### config.mk
export PLATFORM = sky130hd
export DESIGN_NAME = game_speed_ctrl_flat
export DESIGN_NICKNAME = d
export VERILOG_FILES = /design/src/rtl/game_speed_ctrl_pkg.sv /design/src/rtl/game_speed_ctrl_if.sv /design/src/rtl/game_speed_ctrl_tick_divider.sv /design/src/rtl/game_speed_ctrl.sv /design/src/flat_wrapper.sv
export SDC_FILE = /design/constraint.sdc
export NUM_CORES = 1
export LEC_CHECK = 0
export ABC_CLOCK_PERIOD_IN_PS = 8300
export CORE_ASPECT_RATIO = 1.5
export CORE_MARGIN = 3
export CORE_UTILIZATION = 66
export DETAILED_ROUTE_END_ITERATION = 16
export PLACE_DENSITY_LB_ADDON = 0.15
export REMOVE_ABC_BUFFERS = 1
export SYNTH_ARGS = -nofsm -noshare
export SYNTH_HDL_FRONTEND = slang
export SYNTH_SLANG_ARGS = --single-unit
### constraint.sdc
create_clock -name CLOCK_50 -period 8.3 [get_ports CLOCK_50]
set_input_delay 1.245 -clock CLOCK_50 [delete_from_list [all_inputs] [get_ports CLOCK_50]]
set_output_delay 1.245 -clock CLOCK_50 [all_outputs]
set_load 0.01 [all_outputs]
### src/rtl/game_speed_ctrl_pkg.sv
// -----------------------------------------------------------------------------
// game_speed_pkg
//   Shared types and constants for the game time-base controller.
//   - state_t     : top-level sequencing states (IDLE / RUN / PAUSE)
//   - DEF_*       : default parameter values for a 50 MHz board clock
//   - period_of() : tick period in cycles for a given difficulty level
// -----------------------------------------------------------------------------
package game_speed_pkg;

  typedef enum logic [1:0] {
    IDLE  = 2'd0,
    RUN   = 2'd1,
    PAUSE = 2'd2
  } state_t;

  localparam int unsigned DEF_BASE_DIV        = 50_000_000;
  localparam int unsigned DEF_STEP_DIV        = 3_125_000;
  localparam int unsigned DEF_MAX_LEVEL       = 15;
  localparam int unsigned DEF_TICKS_PER_LEVEL = 32;
  localparam int unsigned DEF_CNT_W           = 26;
  localparam int unsigned DEF_LVL_W           = 4;

  // P(L) = base - L*step. Evaluated at 32 bits, which is at least as wide as
  // CNT_W+LVL_W for any sane configuration; callers narrow the result.
  function automatic int unsigned period_of(input int unsigned base_div,
                                            input int unsigned step_div,
                                            input int unsigned lvl);
    return base_div - lvl * step_div;
  endfunction

endpackage

### src/rtl/game_speed_ctrl_if.sv
// -----------------------------------------------------------------------------
// game_speed_ctrl_if
//   Control/status bundle between the game sequencer (master) and the speed
//   controller (slave).
//   master -> slave : start, pause_toggle, level_up (1-cycle pulses), auto_en
//   slave -> master : tick, level, running, paused, max_reached, led
// -----------------------------------------------------------------------------
interface game_speed_ctrl_if #(
  parameter int unsigned LVL_W = 4
);

  logic             start;
  logic             pause_toggle;
  logic             level_up;
  logic             auto_en;

  logic             tick;
  logic [LVL_W-1:0] level;
  logic             running;
  logic             paused;
  logic             max_reached;
  logic             led;

  modport master (
    output start, pause_toggle, level_up, auto_en,
    input  tick, level, running, paused, max_reached, led
  );

  modport slave (
    input  start, pause_toggle, level_up, auto_en,
    output tick, level, running, paused, max_reached, led
  );

endinterface

### src/rtl/game_speed_ctrl_tick_divider.sv
// -----------------------------------------------------------------------------
// tick_divider
//   Period counter that emits a registered one-cycle tick every
//   (term_val + 1) enabled cycles.
//   CLOCK_50 : clock
//   reset    : synchronous, active-high
//   en       : count this cycle (counter frozen when low)
//   clear    : force counter to 0 and suppress the tick (wins over en)
//   term_val : terminal count, i.e. period-1
//   term     : combinational, high on the cycle the terminal count is taken
//   tick     : registered tick, high the cycle after a terminal count
// -----------------------------------------------------------------------------
module tick_divider #(
  parameter int unsigned CNT_W = 26
) (
  input  logic             CLOCK_50,
  input  logic             reset,
  input  logic             en,
  input  logic             clear,
  input  logic [CNT_W-1:0] term_val,
  output logic             term,
  output logic             tick
);

  logic [CNT_W-1:0] count;

  // '>=' rather than '==': if the period shrinks while the counter is already
  // past the new terminal value, it fires next cycle instead of wrapping.
  assign term = en && !clear && (count >= term_val);

  // NOTE: sequential state uses non-blocking assignments so every register
  // samples the pre-edge values; blocking here would create order-dependent
  // simulation and mismatch synthesis.
  always_ff @(posedge CLOCK_50) begin
    if (reset || clear) begin
      count <= '0;
      tick  <= 1'b0;
    end else begin
      tick <= term;
      if (term)
        count <= '0;
      else if (en)
        count <= count + CNT_W'(1);
    end
  end

endmodule

### src/rtl/game_speed_ctrl.sv
// -----------------------------------------------------------------------------
// game_speed_ctrl
//   Game time base: turns CLOCK_50 into a one-cycle `tick` whose period
//   shrinks with the difficulty level, sequences start/pause/resume, and
//   raises the level automatically every TICKS_PER_LEVEL ticks (auto_en) or
//   on a manual level_up pulse. A status LED toggles on every tick.
//   CLOCK_50 : clock
//   reset    : synchronous, active-high
//   bus      : game_speed_ctrl_if.slave
//              in : start, pause_toggle, level_up, auto_en
//              out: tick, level, running, paused, max_reached, led
// -----------------------------------------------------------------------------
module game_speed_ctrl
  import game_speed_pkg::*;
#(
  parameter int unsigned BASE_DIV        = DEF_BASE_DIV,
  parameter int unsigned STEP_DIV        = DEF_STEP_DIV,
  parameter int unsigned MAX_LEVEL       = DEF_MAX_LEVEL,
  parameter int unsigned TICKS_PER_LEVEL = DEF_TICKS_PER_LEVEL,
  parameter int unsigned CNT_W           = DEF_CNT_W,
  parameter int unsigned LVL_W           = DEF_LVL_W
) (
  input  logic              CLOCK_50,
  input  logic              reset,
  game_speed_ctrl_if.slave  bus
);

  localparam int unsigned PW   = CNT_W + LVL_W;
  localparam int unsigned TC_W = (TICKS_PER_LEVEL > 1) ? $clog2(TICKS_PER_LEVEL) : 1;

  // Configuration sanity checks, evaluated at elaboration.
  if (BASE_DIV <= MAX_LEVEL * STEP_DIV) begin : g_chk_period
    $error("game_speed_ctrl: BASE_DIV must exceed MAX_LEVEL*STEP_DIV");
  end
  if ((longint'(BASE_DIV) - 1) >= (longint'(1) << CNT_W)) begin : g_chk_cnt_w
    $error("game_speed_ctrl: CNT_W too narrow for BASE_DIV-1");
  end
  if (longint'(MAX_LEVEL) >= (longint'(1) << LVL_W)) begin : g_chk_lvl_w
    $error("game_speed_ctrl: LVL_W too narrow for MAX_LEVEL");
  end
  if (TICKS_PER_LEVEL == 0) begin : g_chk_tpl
    $error("game_speed_ctrl: TICKS_PER_LEVEL must be at least 1");
  end

  state_t            state;
  logic [LVL_W-1:0]  level;
  logic [LVL_W-1:0]  level_nxt;
  logic [TC_W-1:0]   tick_cnt;
  logic [TC_W-1:0]   tick_cnt_nxt;
  logic              max_reached;
  logic              led;
  logic              tick;

  logic [PW-1:0]     period_wide;
  logic [CNT_W-1:0]  term_val;
  logic              div_en;
  logic              div_clear;
  logic              div_term;
  logic              at_max;
  logic              tc_last;
  logic              bump;

  // Period is always >= 1 thanks to the elaboration check, so period-1 never
  // underflows before being narrowed to the counter width.
  assign period_wide = PW'(period_of(BASE_DIV, STEP_DIV, 32'(level)));
  assign term_val    = CNT_W'(period_wide - PW'(1));

  // Counter is held at 0 in IDLE and restarted by start. It stops counting on
  // the cycle pause is taken, so that edge produces neither a tick nor an
  // advance and the remaining period is preserved across the pause.
  assign div_clear = (state == IDLE) || bus.start;
  assign div_en    = (state == RUN) && !bus.pause_toggle;

  tick_divider #(
    .CNT_W (CNT_W)
  ) u_div (
    .CLOCK_50 (CLOCK_50),
    .reset    (reset),
    .en       (div_en),
    .clear    (div_clear),
    .term_val (term_val),
    .term     (div_term),
    .tick     (tick)
  );

  assign at_max  = (level == LVL_W'(MAX_LEVEL));
  assign tc_last = (tick_cnt == TC_W'(TICKS_PER_LEVEL - 1));

  // Level / tick-count next state. Automatic and manual requests merge into a
  // single `bump`, so coincident requests raise the level only once.
  // NOTE: every variable driven here gets a default first, so no path can
  // leave it unassigned and infer a latch.
  always_comb begin
    level_nxt    = level;
    tick_cnt_nxt = tick_cnt;
    bump         = 1'b0;
    if (bus.start) begin
      level_nxt    = '0;
      tick_cnt_nxt = '0;
    end else if (state != IDLE) begin
      if (div_term) begin
        if (tc_last) begin
          tick_cnt_nxt = '0;
          bump         = bus.auto_en;
        end else begin
          tick_cnt_nxt = tick_cnt + TC_W'(1);
        end
      end
      if (bus.level_up) begin
        bump         = 1'b1;
        tick_cnt_nxt = '0;
      end
      if (bump && !at_max)
        level_nxt = level + LVL_W'(1);
    end
  end

  // Sequencer. Priority: reset > start > pause_toggle.
  always_ff @(posedge CLOCK_50) begin
    if (reset) begin
      state       <= IDLE;
      level       <= '0;
      tick_cnt    <= '0;
      max_reached <= 1'b0;
      led         <= 1'b0;
    end else begin
      level       <= level_nxt;
      tick_cnt    <= tick_cnt_nxt;
      max_reached <= (level_nxt == LVL_W'(MAX_LEVEL));
      if (div_term)
        led <= ~led;

      if (bus.start) begin
        state <= RUN;
      end else begin
        unique case (state)
          IDLE:    state <= IDLE;
          RUN:     if (bus.pause_toggle) state <= PAUSE;
          PAUSE:   if (bus.pause_toggle) state <= RUN;
          default: state <= IDLE;
        endcase
      end
    end
  end

  assign bus.tick        = tick;
  assign bus.level       = level;
  assign bus.running     = (state == RUN);
  assign bus.paused      = (state == PAUSE);
  assign bus.max_reached = max_reached;
  assign bus.led         = led;

endmodule

### src/flat_wrapper.sv
// flat-port wrapper written by rule: the top's interface ports become plain ports
module game_speed_ctrl_flat import game_speed_pkg::*;
#(
  parameter int unsigned BASE_DIV        = DEF_BASE_DIV,
  parameter int unsigned STEP_DIV        = DEF_STEP_DIV,
  parameter int unsigned MAX_LEVEL       = DEF_MAX_LEVEL,
  parameter int unsigned TICKS_PER_LEVEL = DEF_TICKS_PER_LEVEL,
  parameter int unsigned CNT_W           = DEF_CNT_W,
  parameter int unsigned LVL_W           = DEF_LVL_W
)
  (CLOCK_50, reset, bus_start, bus_pause_toggle, bus_level_up, bus_auto_en, bus_tick, bus_level, bus_running, bus_paused, bus_max_reached, bus_led);
  game_speed_ctrl_if #(.LVL_W(LVL_W)) bus_i ();
  input  logic CLOCK_50;
  input  logic reset;
  input wire logic [$bits(bus_i.start)-1:0] bus_start;
  input wire logic [$bits(bus_i.pause_toggle)-1:0] bus_pause_toggle;
  input wire logic [$bits(bus_i.level_up)-1:0] bus_level_up;
  input wire logic [$bits(bus_i.auto_en)-1:0] bus_auto_en;
  output wire logic [$bits(bus_i.tick)-1:0] bus_tick;
  output wire logic [$bits(bus_i.level)-1:0] bus_level;
  output wire logic [$bits(bus_i.running)-1:0] bus_running;
  output wire logic [$bits(bus_i.paused)-1:0] bus_paused;
  output wire logic [$bits(bus_i.max_reached)-1:0] bus_max_reached;
  output wire logic [$bits(bus_i.led)-1:0] bus_led;
  assign bus_i.start = bus_start;
  assign bus_i.pause_toggle = bus_pause_toggle;
  assign bus_i.level_up = bus_level_up;
  assign bus_i.auto_en = bus_auto_en;
  assign bus_tick = bus_i.tick;
  assign bus_level = bus_i.level;
  assign bus_running = bus_i.running;
  assign bus_paused = bus_i.paused;
  assign bus_max_reached = bus_i.max_reached;
  assign bus_led = bus_i.led;
  game_speed_ctrl #(.BASE_DIV(BASE_DIV), .STEP_DIV(STEP_DIV), .MAX_LEVEL(MAX_LEVEL), .TICKS_PER_LEVEL(TICKS_PER_LEVEL), .CNT_W(CNT_W), .LVL_W(LVL_W)) u_core (.CLOCK_50(CLOCK_50), .reset(reset), .bus(bus_i));
endmodule
### Word level (Yosys, flattened, before mapping)

Cells that the tools add are included.

* flip-flop bits (word level): 40
* bits of input ports: 6
* output and inout bits: 9

* add/subtract/negate cells: 5
* multiply operators: 1
* order comparisons: 1
* eq/ne operators: 9
* multiplexer cells: 15
* bitwise operators: 1
* reductions and logical operators: 17

Operators with widths (count)
* $add A26 B1 Y26 const B: 1
* $ge A26 B26 Y1: 1
* $sub A26 B1 Y26 const B: 1
* $sub A26 B26 Y26 const A: 1
* $mul A4 B19 Y23 const B: 1
* $mux W5: 3
* $mux W4: 3
* $eq A4 B4 Y1 const B: 2
* $mux W1: 6
* $ne A3 B3 Y1 const B: 2
* $reduce_and A2 Y1: 3
* $add A5 B1 Y5 const B: 1
* $eq A5 B5 Y1 const B: 1
* $add A4 B1 Y4 const B: 1
* $logic_and A1 B1 Y1: 4
* $mux W2: 2
* $ne A2 B2 Y1 const B: 2
* $pmux W2 S2: 1
* $reduce_bool A2 Y1: 2
* $reduce_or A2 Y1: 2
* $logic_not A1 Y1: 3
* $eq A2 B1 Y1 const B: 1
* $eq A2 B2 Y1 const B: 1
* $logic_not A2 Y1: 1
* other kinds (2): 3

### Longest topological paths before layout

Gate-level depths: netlist of run 1.

* depth in word-level cells: 14
* mapped depth: 22

### Cells and area by module

A second synthesis of run 1 with hierarchy kept.

* cells, all modules: 488
* area total of the unflattened synthesis: 4257.8 sq um

By module, submodules not included
* tick_divider: times used 1, cells an instance 241, area an instance 2240.9 sq um, sequential area each 540.5 sq um
* game_speed_ctrl: times used 1, cells an instance 247, area an instance 2016.9 sq um, sequential area each 260.2 sq um

### Worst setup path after synthesis of run 1

No wires, ideal clock.

* kind: register to register
* from: register u_core.level[2], in the netlist u_core.bus.level[2]
* to: register u_core.tick_cnt[2]
* setup time: 0.071 ns
* arrival: 5.486 ns
* slack: 2.744 ns
* cell stages (with the launch flop): 22
* buffers on the path: 0
* period minus slack after synthesis: 5.556 ns
* cell sequence: dfxtp_1 fa_1 inv_1 fa_1 inv_1 fa_1 a21oi_1 o211ai_1 a311o_1 a21oi_2 xnor2_1 and2_4 o2111ai_1 xor2_1 ha_1 nand4_1 nor4_1 o311ai_1 a31oi_2 nand3b_1 or3b_1 a21oi_1

* longest elaborated chain between the ends: 7

Ends and longest elaborated chain
* start, declared: RTL line game_speed_ctrl.sv:46 `logic [LVL_W-1:0] level;`
* start signal, assigned: RTL line game_speed_ctrl.sv:127 `level <= level_nxt;`
* $mul A4 B19 Y23: RTL line game_speed_ctrl_pkg.sv:28 `return base_div - lvl * step_div;`
* $sub A26 B26 Y26: RTL line game_speed_ctrl_pkg.sv:28
* $sub A26 B1 Y26: RTL line game_speed_ctrl.sv:66 `assign term_val = CNT_W'(period_wide - PW'(1));`
* $ge A26 B26 Y1: RTL line game_speed_ctrl_tick_divider.sv:29 `assign term = en && !clear && (count >= term_val);`
* $logic_and A1 B1 Y1: RTL line game_speed_ctrl_tick_divider.sv:29
* $reduce_bool A2 Y1 (no source line)
* $reduce_and A2 Y1 (no source line)
* end signal, assigned: RTL line game_speed_ctrl.sv:128 `tick_cnt <= tick_cnt_nxt;`
* end, declared: RTL line game_speed_ctrl.sv:48 `logic [TC_W-1:0] tick_cnt;`

Every way passes these cells.
A chain may end at the register's enable or synchronous reset.

### Worst setup path after layout of run 1

* from: register u_core.level[0], in the netlist u_core.bus.level[0]
* to: register u_core.u_div.count[15]

* longest elaborated chain between the ends: 6

Ends and longest elaborated chain
* $mul A4 B19 Y23: RTL line game_speed_ctrl_pkg.sv:28
* $sub A26 B26 Y26: RTL line game_speed_ctrl_pkg.sv:28
* $sub A26 B1 Y26: RTL line game_speed_ctrl.sv:66
* $ge A26 B26 Y1: RTL line game_speed_ctrl_tick_divider.sv:29
* $logic_and A1 B1 Y1: RTL line game_speed_ctrl_tick_divider.sv:29
* $reduce_or A2 Y1 (no source line)
* end signal, assigned: RTL line game_speed_ctrl_tick_divider.sv:43 `count <= count + CNT_W'(1);`
* end, declared: RTL line game_speed_ctrl_tick_divider.sv:25 `logic [CNT_W-1:0] count;`

Every way passes these cells.

==> results of run 1 <==
## report_power, final
part           switching, mW  internal, mW  leakage (nW)
Sequential           0.00158         0.192         0.322
Combinational         0.0164        0.0114          1.21
Clock                 0.0729        0.0984        0.0614
Total                 0.0909         0.302          1.59
## registers in the layout, summed over array words and instances, names as in the netlist
| register | count |
|---|---|
| u_core.tick_cnt | 5 |
| u_core.bus.led | 1 |
| u_core.u_div.tick | 1 |
| u_core.bus.max_reached | 1 |
| u_core.bus.level | 4 |
| u_core.state | 2 |
| u_core.u_div.count | 26 |
## layout make-up
| class | instances | area [um2] |
|---|---|---|
| sequential | 40 | 801 |
| clock buffer | 6 | 82.6 |
| multi-input combinational | 334 | 2470 |
| fill | 357 | 1190 |
| inverter | 12 | 45.0 |
| clock inverter | 2 | 38.8 |
| timing repair buffer | 14 | 140 |
| tap | 66 | 82.6 |
## through the flow
stage	worst slack (ns)	total power [mW]	hold slack [ns]	util
final	1.67	0.393	0.490	0.755
after global routing	1.01	0.405	0.511	0.755
after CTS	1.73	0.395	0.491	0.755
after detailed placement	1.78	0.226	0.479	0.730
after global placement	2.04	0.225	0.466	0.730
after floorplan	2.68	0.216	0.449	-
## logic make-up (layout without fill, tap and decap cells)
family / after synthesis / count (layout) / share of synthesized area
AO/OA/AOI/OAI: 72 / 72 / 0.147
AND/OR/NAND/NOR: 154 / 154 / 0.227
buffers and inverters: 17 / 34 / 0.0206
adder cells (fa/ha/maj): 56 / 56 / 0.228
flip-flops: 40 / 40 / 0.240
XOR/XNOR: 48 / 48 / 0.126
multiplexers: 4 / 4 / 0.0120
## critical path, cell delays in order, from the launching register on
cell and delay (ns):
dfxtp_1 0.85, inv_1 0.35, fa_1 0.62, inv_1 0.09
ha_1 0.32, a211oi_1 0.38, nor3_1 0.14, a2111oi_0 0.55
and3_1 0.30, o21a_1 0.18, o2111ai_1 0.14, xor2_1 0.20
ha_1 0.32, nand4_1 0.15, nor4_1 0.47, o311ai_1 0.22
a31oi_2 0.34, or3_1 0.73, nor2_1 0.13
## Yosys cell counts (all sizes together), types with 5 or more instances
master and count:
a211oi 5, a21o 6, a21oi 26, and3 8
dfxtp 40, fa 8, ha 48, inv 12
nand2 26, nand3 13, nand4 12, nor2 55
nor3 10, o21ai 10, or3 5, xnor2 20
xor2 28
## final timing paths
path / depth (start not counted) / endpoint / slack (ns)
min: 2 / u_core.tick_cnt[1]$_SDFFE_PP0P_ / 0.49
max reg2reg: 18 / u_core.u_div.count[15]$_SDFFE_PP0P_ / 1.67
min reg2reg: 2 / u_core.tick_cnt[1]$_SDFFE_PP0P_ / 0.49
max: 18 / u_core.u_div.count[15]$_SDFFE_PP0P_ / 1.67
## layer usage
| layer | vias up | GRT usage | wire length, um |
|---|---|---|---|
| li1 | 1450 | - | - |
| met1 | 1373 | 0.307 | 3030 |
| met2 | 78 | 0.516 | 4090 |
| met3 | 25 | 0.0337 | 260 |
| met4 | 0 | 0.131 | 257 |
| met5 | - | 0 | 0 |
==> flow_results.xml, run 1 <==
<?xml version="1.0" encoding="UTF-8"?>
<metrics>
  <group name="timing">
    <metric name="period_share" unit="">0.799</metric>
    <metric name="final.min_clock_period" unit="ns">6.63</metric>
    <metric name="worst-slew-pin-transition" unit="ns">0.852</metric>
    <metric name="hold_viol_final" unit="">0</metric>
    <metric name="fin_worst_skew" unit="ns">0.00995</metric>
    <metric name="setup_tns" unit="ns">0</metric>
    <metric name="slew-limit-headroom" unit="">0.432</metric>
    <metric name="number_of_pins_with_negative_max_slew_slack_in_the_final_report" unit="">0</metric>
    <metric name="fmax" unit="MHz">151</metric>
    <metric name="grt_setup_unrepaired" unit="">no</metric>
    <metric name="final-setup-viol-count" unit="">0</metric>
  </group>
  <group name="cells_and_area">
    <metric name="ant_diodes" unit="">0</metric>
    <metric name="layout.cells.most_common_list" unit="">nor2_1, ha_1, dfxtp_1, xor2_1, nand2_1</metric>
    <metric name="num-nets-final" unit="">469</metric>
    <metric name="instances_no_fill" unit="">474</metric>
    <metric name="layout-drive-gt1-share" unit="">0.0392</metric>
    <metric name="most_common_cell_after_layout_fill_and_taps_aside" unit="">nor2_1</metric>
    <metric name="final_cell_area_excluding_filler_cells" unit="um2">3660</metric>
    <metric name="area.growth.synth_to_final" unit="%">9.58</metric>
  </group>
  <group name="place">
    <metric name="gp_congestion" unit="">0.983</metric>
    <metric name="detailed_place_hpwl" unit="um">5990</metric>
    <metric name="total_of_buffers_placed_on_input_and_output_ports" unit="">14</metric>
    <metric name="place_inst" unit="">466</metric>
    <metric name="detailed_place.area" unit="um2">3540</metric>
  </group>
  <group name="die">
    <metric name="floorplan.die_area" unit="um2">5970</metric>
    <metric name="floorplan.initialDensity" unit="">0.689</metric>
    <metric name="die_x" unit="um">64.1</metric>
    <metric name="design.portCount" unit="">15</metric>
    <metric name="rows" unit="">31</metric>
    <metric name="floorplan.die.height" unit="um">93.2</metric>
    <metric name="floorplan.core_area" unit="um2">4850</metric>
  </group>
  <group name="status">
    <metric name="run_status" unit="">completed</metric>
  </group>
  <group name="worst_setup_path">
    <metric name="cp_max_fo" unit="">26</metric>
    <metric name="criticalPathCategory" unit="">flop to flop</metric>
    <metric name="setup.worst_path.start_class" unit="">flop</metric>
    <metric name="endpoint_kind" unit="">flop</metric>
    <metric name="crit_required" unit="ns">8.45</metric>
    <metric name="setup.worst_path.start" unit="">u_core.bus.level[0]$_SDFF_PP0_</metric>
    <metric name="r2r_start" unit="">u_core.bus.level[0]$_SDFF_PP0_</metric>
    <metric name="arrival" unit="ns">6.78</metric>
  </group>
  <group name="detailed_routing">
    <metric name="drc" unit="">0</metric>
    <metric name="detail_route.iter0.violations" unit="">131</metric>
    <metric name="detail_route.first_pass.iterations" unit="">4</metric>
    <metric name="drt-total-wl" unit="um">7630</metric>
    <metric name="detail-route-antenna-nets" unit="">0</metric>
    <metric name="dr_total_vias" unit="">2926</metric>
    <metric name="detail_route.wl_per_cell" unit="um">16.1</metric>
    <metric name="detail_route.vias_per_cell" unit="">6.17</metric>
  </group>
  <group name="pwr">
    <metric name="p_leak" unit="nW">1.59</metric>
    <metric name="power.density" unit="nW/um2">107</metric>
    <metric name="irDropWorstVdd" unit="mV">0.0693</metric>
  </group>
  <group name="grt">
    <metric name="gr-usage-all-layers" unit="">0.278</metric>
    <metric name="grt_overflow_total" unit="">0</metric>
    <metric name="grt_first_pass_wirelength" unit="um">13500</metric>
    <metric name="grt_start_max_net_pins" unit="">27</metric>
    <metric name="antenna_found_initial" unit="">0</metric>
    <metric name="grt_pass1_vias" unit="">3058</metric>
  </group>
  <group name="clock_network">
    <metric name="cts_root_buf" unit="">clkbuf_8</metric>
    <metric name="clock_tree.buffer_depth" unit="">2</metric>
    <metric name="numClockSinks" unit="">40</metric>
    <metric name="cts_hold_buffers" unit="">0</metric>
    <metric name="cts_setup_buffers" unit="">0</metric>
    <metric name="number_of_resized_instances_in_the_post_cts_repair_step" unit="">0</metric>
    <metric name="cts_max_level" unit="">2</metric>
    <metric name="cts_tree" unit="">built</metric>
    <metric name="numCtsBuffers" unit="">5</metric>
    <metric name="clkSlewWorstSetupHoldPaths" unit="ns">0.08</metric>
    <metric name="worstSkewPairLatency" unit="ns">0.30</metric>
  </group>
  <group name="synth">
    <metric name="post_synth.cell_area_avg" unit="um2">8.55</metric>
    <metric name="synth-seq-area-share" unit="">0.240</metric>
    <metric name="synth.top_cells.by_area" unit="">dfxtp_1, ha_1, xor2_1, nor2_1, xnor2_1</metric>
    <metric name="synthArstFlopShare" unit="">0</metric>
    <metric name="synth.lib_cells_used.distinct" unit="">53</metric>
    <metric name="synth_enable_flop_cells" unit="">0</metric>
    <metric name="yosys_most_used_dff" unit="">dfxtp_1</metric>
    <metric name="synth.top_cell.area_share" unit="">0.240</metric>
    <metric name="ys_ff_latch" unit="">40</metric>
    <metric name="yosys_warns" unit="">0</metric>
    <metric name="syn_inst" unit="">391</metric>
    <metric name="synth_area" unit="um2">3340</metric>
    <metric name="synth_top_area_cell" unit="">dfxtp_1</metric>
  </group>
  <group name="worst_hold_path">
    <metric name="worstHoldPathType" unit="">flop to flop</metric>
    <metric name="worst_hold_startpoint" unit="">u_core.tick_cnt[1]$_SDFFE_PP0P_</metric>
  </group>
  <group name="run">
    <metric name="drv_cap" unit="">0</metric>
  </group>
</metrics>
No activity file was read; power rests on OpenSTA's default activity.
==> inputs of run 2 (changes only) <==
ABC_CLOCK_PERIOD_IN_PS = 6800   (was 8300)
CORE_UTILIZATION = 61   (was 66)
clock period = 6.8 ns   (was 8.3 ns; I/O delays follow)
==> run 2 against run 1 <==
  * Sequential power rose by 21%
  * Highest routed layer unchanged
  * Utilization down 4.9 points
  * Non-clock buffer count rose by 2
==> flow_results.xml, run 2 (synthesis results as in run 1) <==
<?xml version="1.0" encoding="UTF-8"?>
<metrics>
  <group name="worst_setup_path">
    <metric name="critPathCapture" unit="">u_core.tick_cnt[2]$_SDFFE_PP0P_</metric>
    <metric name="path_cells" unit="">fa_1 -&gt; inv_1 -&gt; fa_1 -&gt; inv_1 -&gt; fa_1 -&gt; a21oi_1 -&gt; o211ai_1 -&gt; a311o_1 -&gt; a21oi_2 -&gt; xnor2_1 -&gt; and2_4 -&gt; o2111ai_1 -&gt; xor2_1 -&gt; ha_1 -&gt; nand4_1 -&gt; nor4_1 -&gt; a221oi_1 -&gt; a31oi_2 -&gt; nand3b_1 -&gt; or3b_1 -&gt; a21oi_1</metric>
    <metric name="arrival" unit="ns">6.52</metric>
    <metric name="cp_max_fo" unit="">11</metric>
    <metric name="critical_path_depth" unit="">21</metric>
    <metric name="setup.worst_path.start" unit="">u_core.bus.level[2]$_SDFF_PP0_</metric>
    <metric name="cp_slowest_cell" unit="">fa_1</metric>
    <metric name="crit_required" unit="ns">7.03</metric>
    <metric name="criticalPathCategory" unit="">flop to flop</metric>
    <metric name="critical_path.n_buffers_inverters" unit="">2</metric>
    <metric name="cpPeakStageDelay" unit="ns">0.68</metric>
    <metric name="endpoint_kind" unit="">flop</metric>
    <metric name="crit_top_cell" unit="">fa_1</metric>
    <metric name="r2r_start" unit="">u_core.bus.level[2]$_SDFF_PP0_</metric>
    <metric name="worstReg2RegEnd" unit="">u_core.tick_cnt[2]$_SDFFE_PP0P_</metric>
    <metric name="worst-r2r-setup-slack" unit="ns">0.51</metric>
    <metric name="critical-path-top-delay-family" unit="">adder cells</metric>
    <metric name="setup.worst_path.start_class" unit="">flop</metric>
    <metric name="r2r.worst_path.cells" unit="">21</metric>
  </group>
  <group name="grt">
    <metric name="grt_start_max_net_pins" unit="">27</metric>
    <metric name="gr-usage-all-layers" unit="">0.241</metric>
    <metric name="grt_first_pass_wirelength" unit="um">12500</metric>
    <metric name="antenna_found_initial" unit="">0</metric>
    <metric name="grt_pass1_vias" unit="">2812</metric>
    <metric name="grt_overflow_total" unit="">0</metric>
  </group>
  <group name="clock_network">
    <metric name="numClockSinks" unit="">40</metric>
    <metric name="cts_root_buf" unit="">clkbuf_8</metric>
    <metric name="numCtsBuffers" unit="">5</metric>
    <metric name="worstSkewPairLatency" unit="ns">0.30</metric>
    <metric name="cts_tree" unit="">built</metric>
    <metric name="clkSlewWorstSetupHoldPaths" unit="ns">0.08</metric>
    <metric name="cts_max_level" unit="">2</metric>
    <metric name="cts_setup_buffers" unit="">0</metric>
    <metric name="clock_tree.buffer_depth" unit="">2</metric>
  </group>
  <group name="cells_and_area">
    <metric name="ant_diodes" unit="">0</metric>
    <metric name="area_taken_by_flip_flops_and_latches" unit="um2">801</metric>
    <metric name="num-nets-final" unit="">471</metric>
    <metric name="most_common_cell_after_layout_fill_and_taps_aside" unit="">nor2_1</metric>
    <metric name="fillCellCount" unit="">446</metric>
    <metric name="multi_input_area" unit="um2">2470</metric>
    <metric name="area.growth.synth_to_final" unit="%">9.96</metric>
    <metric name="instances_no_fill" unit="">478</metric>
    <metric name="max_reg_flops" unit="">26</metric>
    <metric name="top_regs" unit="">u_core.u_div.count: 26 flops, u_core.tick_cnt: 5 flops, u_core.bus.level: 4 flops</metric>
    <metric name="layout-drive-gt1-share" unit="">0.0439</metric>
    <metric name="layout.cells.most_common_list" unit="">nor2_1, ha_1, dfxtp_1, xor2_1, nand2_1</metric>
    <metric name="top_register" unit="">u_core.u_div.count</metric>
  </group>
  <group name="die">
    <metric name="rows" unit="">32</metric>
    <metric name="die_x" unit="um">66.4</metric>
    <metric name="design.portCount" unit="">15</metric>
    <metric name="floorplan.die_area" unit="um2">6420</metric>
    <metric name="floorplan.core_area" unit="um2">5200</metric>
    <metric name="floorplan.die.height" unit="um">96.7</metric>
    <metric name="floorplan.initialDensity" unit="">0.642</metric>
  </group>
  <group name="detailed_routing">
    <metric name="detail_route.iter0.violations" unit="">146</metric>
    <metric name="drt-total-wl" unit="um">7280</metric>
    <metric name="detail_route.wl_per_cell" unit="um">15.2</metric>
    <metric name="dr_total_vias" unit="">2844</metric>
    <metric name="drc" unit="">0</metric>
    <metric name="detail_route.first_pass.iterations" unit="">4</metric>
    <metric name="detail-route-antenna-nets" unit="">0</metric>
    <metric name="detail_route.vias_per_cell" unit="">5.95</metric>
  </group>
  <group name="timing">
    <metric name="final-setup-viol-count" unit="">0</metric>
    <metric name="fmax" unit="MHz">159</metric>
    <metric name="number_of_pins_with_negative_max_slew_slack_in_the_final_report" unit="">0</metric>
    <metric name="hold_viol_final" unit="">0</metric>
    <metric name="worst-slew-pin-transition" unit="ns">0.579</metric>
    <metric name="slew-limit-headroom" unit="">0.614</metric>
    <metric name="setup_tns" unit="ns">0</metric>
    <metric name="grt_setup_unrepaired" unit="">no</metric>
    <metric name="fin_worst_skew" unit="ns">0.00969</metric>
    <metric name="final.min_clock_period" unit="ns">6.29</metric>
    <metric name="period_share" unit="">0.925</metric>
  </group>
  <group name="worst_hold_path">
    <metric name="worstHoldPathType" unit="">flop to flop</metric>
  </group>
  <group name="pwr">
    <metric name="irDropWorstVdd" unit="mV">0.109</metric>
    <metric name="p_leak" unit="nW">1.59</metric>
    <metric name="power.density" unit="nW/um2">129</metric>
  </group>
  <group name="place">
    <metric name="gp_congestion" unit="">0.902</metric>
    <metric name="total_of_buffers_placed_on_input_and_output_ports" unit="">14</metric>
    <metric name="place_inst" unit="">470</metric>
    <metric name="detailed_place_hpwl" unit="um">5850</metric>
  </group>
  <group name="status">
    <metric name="run_status" unit="">completed</metric>
  </group>
  <group name="run">
    <metric name="drv_cap" unit="">0</metric>
  </group>
</metrics>
==> run 2: layout make-up <==
| cell class | instances | share of cell area |
|---|---|---|
| multi-input cells | 334 | 0.673 |
| flip-flops and latches | 40 | 0.218 |
| repair buffers | 16 | 0.0422 |
| well taps | 68 | 0.0232 |
| clock buffers | 5 | 0.0187 |
| clock inverters | 3 | 0.0126 |
| inverters | 12 | 0.0123 |
==> run 2: metrics by stage <==
stage	instance area (um2)	utilization	hold WS (ns)	setup slack, ns	total power [mW]
floorplan	3320	-	0.449	1.18	0.264
global placement	3560	0.684	0.469	0.723	0.275
detailed placement	3560	0.684	0.485	0.580	0.276
CTS	3670	0.706	0.496	0.542	0.476
global route	3670	0.706	0.523	0.0548	0.491
finish	3670	0.706	0.486	0.507	0.473
==> run 2: timing repair <==
| action | 4_1_cts | 5_1_grt |
|---|---|---|
| endpoints found under the setup margin | 0 | 4 |
| resized for setup | 0 | 1 |
| hold buffers | 0 | 0 |
==> run 2: report_power, final <==
group	internal (mW)	switching [mW]
combinational	0.0142	0.0209
sequential	0.235	0.000648
clock	0.111	0.0917
==> run 2: worst min-delay path by stage <==
stage	slack, ns	start	to	cells after the start
finish	0.49	u_core.tick_cnt[1]$_SDFFE_PP0P_	u_core.tick_cnt[1]$_SDFFE_PP0P_	2
global route	0.52	u_core.tick_cnt[2]$_SDFFE_PP0P_	u_core.tick_cnt[2]$_SDFFE_PP0P_	2
CTS	0.50	u_core.tick_cnt[1]$_SDFFE_PP0P_	u_core.tick_cnt[1]$_SDFFE_PP0P_	2
detailed placement	0.48	u_core.tick_cnt[1]$_SDFFE_PP0P_	u_core.tick_cnt[1]$_SDFFE_PP0P_	2
global placement	0.47	u_core.tick_cnt[1]$_SDFFE_PP0P_	u_core.tick_cnt[1]$_SDFFE_PP0P_	2
floorplan	0.45	u_core.tick_cnt[1]$_SDFFE_PP0P_	u_core.tick_cnt[1]$_SDFFE_PP0P_	2
==> run 2: metal layers <==
metal | GRT usage | share of wire
met1 | 0.289 | 0.44
met5 | 0 | 0
met2 | 0.438 | 0.52
met3 | 0.0325 | 0.021
met4 | 0.0626 | 0.018
==> run 2: worst min-delay path: stages (launching register included) <==
cell and delay [ns]:
dfxtp_1 0.33, nand2_1 0.06, a21oi_1 0.05
==> inputs of run 3 (changes only) <==
GPL_TIMING_DRIVEN = 0   (was not set)
==> run 3 against run 2 <==
  * Die area is the same
  * Via count grew 0.39%
  * Wire length is 1.3% lower
  * Largest cell class unchanged
==> flow_results.xml, run 3 (synthesis results as in run 1) <==
<?xml version="1.0" encoding="UTF-8"?>
<metrics>
  <group name="die">
    <metric name="floorplan.die_area" unit="um2">6420</metric>
    <metric name="floorplan.die.height" unit="um">96.7</metric>
    <metric name="die_x" unit="um">66.4</metric>
    <metric name="design.portCount" unit="">15</metric>
    <metric name="rows" unit="">32</metric>
    <metric name="floorplan.initialDensity" unit="">0.642</metric>
    <metric name="floorplan.core_area" unit="um2">5200</metric>
  </group>
  <group name="cells_and_area">
    <metric name="layout-drive-gt1-share" unit="">0.0515</metric>
    <metric name="top_register" unit="">u_core.u_div.count</metric>
    <metric name="top_regs" unit="">u_core.u_div.count: 26 flops, u_core.tick_cnt: 5 flops, u_core.bus.level: 4 flops</metric>
    <metric name="max_reg_flops" unit="">26</metric>
    <metric name="final_cell_area_excluding_filler_cells" unit="um2">3700</metric>
    <metric name="area.growth.synth_to_final" unit="%">10.6</metric>
    <metric name="num-nets-final" unit="">469</metric>
    <metric name="ant_diodes" unit="">0</metric>
    <metric name="most_common_cell_after_layout_fill_and_taps_aside" unit="">nor2_1</metric>
    <metric name="layout.cells.most_common_list" unit="">nor2_1, ha_1, dfxtp_1, xor2_1, nand2_1</metric>
    <metric name="postLayoutCoreUtil" unit="">0.710</metric>
  </group>
  <group name="clock_network">
    <metric name="clkSlewWorstSetupHoldPaths" unit="ns">0.07</metric>
    <metric name="worstSkewPairLatency" unit="ns">0.30</metric>
    <metric name="cts_root_buf" unit="">clkbuf_8</metric>
    <metric name="cts_max_level" unit="">2</metric>
    <metric name="numClockSinks" unit="">40</metric>
    <metric name="clock_tree.buffer_depth" unit="">2</metric>
    <metric name="cts_hold_buffers" unit="">0</metric>
    <metric name="cts_setup_buffers" unit="">0</metric>
    <metric name="cts_tree" unit="">built</metric>
    <metric name="numCtsBuffers" unit="">5</metric>
  </group>
  <group name="status">
    <metric name="run_status" unit="">completed</metric>
  </group>
  <group name="pwr">
    <metric name="total_net_switching_power" unit="mW">0.108</metric>
    <metric name="power.share.clock" unit="">0.433</metric>
    <metric name="p_leak" unit="nW">1.60</metric>
    <metric name="irDropWorstVdd" unit="mV">0.0821</metric>
    <metric name="combinationalPowerShare" unit="">0.071</metric>
    <metric name="power.density" unit="nW/um2">129</metric>
    <metric name="power_report.internal_total" unit="mW">0.369</metric>
    <metric name="power.share.sequential" unit="">0.496</metric>
    <metric name="report.power.total" unit="mW">0.477</metric>
    <metric name="switching_power_as_a_share_of_total_power" unit="">0.227</metric>
  </group>
  <group name="worst_setup_path">
    <metric name="arrival" unit="ns">6.60</metric>
    <metric name="worstReg2RegEnd" unit="">u_core.tick_cnt[2]$_SDFFE_PP0P_</metric>
    <metric name="setup.worst_path.start_class" unit="">flop</metric>
    <metric name="cp_max_fo" unit="">11</metric>
    <metric name="r2r_start" unit="">u_core.bus.level[2]$_SDFF_PP0_</metric>
    <metric name="endpoint_kind" unit="">flop</metric>
    <metric name="crit_required" unit="ns">7.03</metric>
    <metric name="r2r.worst_path.cells" unit="">20</metric>
    <metric name="cp_slowest_cell" unit="">dfxtp_1</metric>
    <metric name="setup.worst_path.start" unit="">u_core.bus.level[2]$_SDFF_PP0_</metric>
    <metric name="critical-path-top-delay-family" unit="">compound AO/OA/AOI/OAI gates</metric>
    <metric name="critical_path.n_buffers_inverters" unit="">2</metric>
    <metric name="critPathCapture" unit="">u_core.tick_cnt[2]$_SDFFE_PP0P_</metric>
    <metric name="path_cells" unit="">fa_1 -&gt; inv_1 -&gt; fa_1 -&gt; inv_1 -&gt; ha_1 -&gt; a211oi_1 -&gt; nor3_1 -&gt; a2111oi_0 -&gt; and3_1 -&gt; o21a_1 -&gt; o2111ai_1 -&gt; xor2_1 -&gt; ha_1 -&gt; nand4_1 -&gt; nor4_2 -&gt; o311ai_1 -&gt; a31oi_2 -&gt; nand3b_1 -&gt; or3b_1 -&gt; a21oi_1</metric>
    <metric name="critical_path_depth" unit="">20</metric>
    <metric name="worst-r2r-setup-slack" unit="ns">0.43</metric>
    <metric name="cpPeakStageDelay" unit="ns">0.66</metric>
    <metric name="criticalPathCategory" unit="">flop to flop</metric>
  </group>
  <group name="detailed_routing">
    <metric name="detail_route.iter0.violations" unit="">116</metric>
    <metric name="dr_total_vias" unit="">2855</metric>
    <metric name="amount_of_wire_on_met2_after_detailed_routing" unit="um">3690</metric>
    <metric name="top_layer" unit="">met4</metric>
    <metric name="drc" unit="">0</metric>
    <metric name="detail-route-antenna-nets" unit="">0</metric>
    <metric name="detail_route.first_pass.iterations" unit="">4</metric>
    <metric name="met1Wirelength" unit="um">3060</metric>
    <metric name="detail_route.wl_per_cell" unit="um">15.1</metric>
    <metric name="detail_route.vias_per_cell" unit="">6.00</metric>
    <metric name="amount_of_wire_on_met3_after_detailed_routing" unit="um">192</metric>
    <metric name="drt-total-wl" unit="um">7180</metric>
  </group>
  <group name="grt">
    <metric name="grt_start_max_net_pins" unit="">27</metric>
    <metric name="gr-usage-all-layers" unit="">0.238</metric>
    <metric name="antenna_found_initial" unit="">0</metric>
    <metric name="grt_pass1_vias" unit="">2817</metric>
    <metric name="grt_first_pass_wirelength" unit="um">12300</metric>
    <metric name="grt_overflow_total" unit="">0</metric>
  </group>
  <group name="timing">
    <metric name="grt_setup_unrepaired" unit="">yes</metric>
    <metric name="final.min_clock_period" unit="ns">6.37</metric>
    <metric name="final-setup-viol-count" unit="">0</metric>
    <metric name="number_of_pins_with_negative_max_slew_slack_in_the_final_report" unit="">0</metric>
    <metric name="hold_viol_final" unit="">0</metric>
    <metric name="period_share" unit="">0.937</metric>
    <metric name="slew-limit-headroom" unit="">0.544</metric>
    <metric name="fmax" unit="MHz">157</metric>
    <metric name="fin_worst_skew" unit="ns">0.0155</metric>
    <metric name="worst-slew-pin-transition" unit="ns">0.666</metric>
  </group>
  <group name="place">
    <metric name="total_of_buffers_placed_on_input_and_output_ports" unit="">14</metric>
    <metric name="detailed_place_hpwl" unit="um">5600</metric>
    <metric name="detailed_place.area" unit="um2">3540</metric>
    <metric name="gp_congestion" unit="">0.910</metric>
  </group>
  <group name="worst_hold_path">
    <metric name="worstHoldPathType" unit="">flop to flop</metric>
  </group>
  <group name="run">
    <metric name="drv_cap" unit="">0</metric>
  </group>
</metrics>
[run 3: power groups by stage]
| stage | logic (mW) | clock network, mW | registers (mW) |
|---|---|---|---|
| global route | 0.0382 | 0.219 | 0.237 |
| detailed placement | 0.0328 | 0 | 0.242 |
| CTS | 0.0331 | 0.209 | 0.237 |
| global placement | 0.0320 | 0 | 0.242 |
| floorplan | 0.0219 | 0 | 0.242 |
| finish | 0.0338 | 0.207 | 0.237 |
[run 3: repair_timing]
action / CTS / global route
gates resized for setup: 1 / 6
setup endpoints to repair: 16 / 36
endpoints found under the hold margin: 0 / 0
[run 3: tightest hold or removal path, stage by stage (launching register included)]
cell	delay, ns
dfxtp_1	0.33
nand2_1	0.06
a21oi_1	0.05
[run 3: cell type report]
type / instances / area (um2)
clock buffer: 6 / 82.6
clock inverter: 2 / 38.8
fill: 419 / 1510
inverter: 12 / 45.0
multi-input combinational: 334 / 2500
sequential: 40 / 802
tap: 68 / 85.1
timing repair buffer: 14 / 140
[run 3: how the worst min path moves through the flow]
| stage | depth (start not counted) | slack, ns | endpoint | start |
|---|---|---|---|---|
| floorplan | 2 | 0.45 | u_core.tick_cnt[1]$_SDFFE_PP0P_ | u_core.tick_cnt[1]$_SDFFE_PP0P_ |
| global placement | 2 | 0.47 | u_core.tick_cnt[1]$_SDFFE_PP0P_ | u_core.tick_cnt[1]$_SDFFE_PP0P_ |
| detailed placement | 2 | 0.48 | u_core.tick_cnt[1]$_SDFFE_PP0P_ | u_core.tick_cnt[1]$_SDFFE_PP0P_ |
| CTS | 2 | 0.49 | u_core.tick_cnt[1]$_SDFFE_PP0P_ | u_core.tick_cnt[1]$_SDFFE_PP0P_ |
| global route | 2 | 0.53 | u_core.tick_cnt[1]$_SDFFE_PP0P_ | u_core.tick_cnt[1]$_SDFFE_PP0P_ |
| finish | 2 | 0.49 | u_core.tick_cnt[1]$_SDFFE_PP0P_ | u_core.tick_cnt[1]$_SDFFE_PP0P_ |
[run 3: routing by layer]
metal / vias up / global-route usage
li1: 1443 / -
met1: 1344 / 0.281
met2: 46 / 0.409
met3: 22 / 0.0372
met4: 0 / 0.108
met5: - / 0
[run 3: metrics by stage]
| stage | hold WS [ns] | TNS (ns) | setup WS, ns | cells |
|---|---|---|---|---|
| after floorplan | 0.449 | 0 | 1.18 | 386 |
| after global placement | 0.466 | 0 | 0.0891 | 468 |
| after detailed placement | 0.483 | 0 | 0.0125 | 468 |
| after CTS | 0.493 | 0 | 0.178 | 476 |
| after global routing | 0.530 | -0.0272 | -0.0272 | 476 |
| final | 0.491 | 0 | 0.429 | 476 |
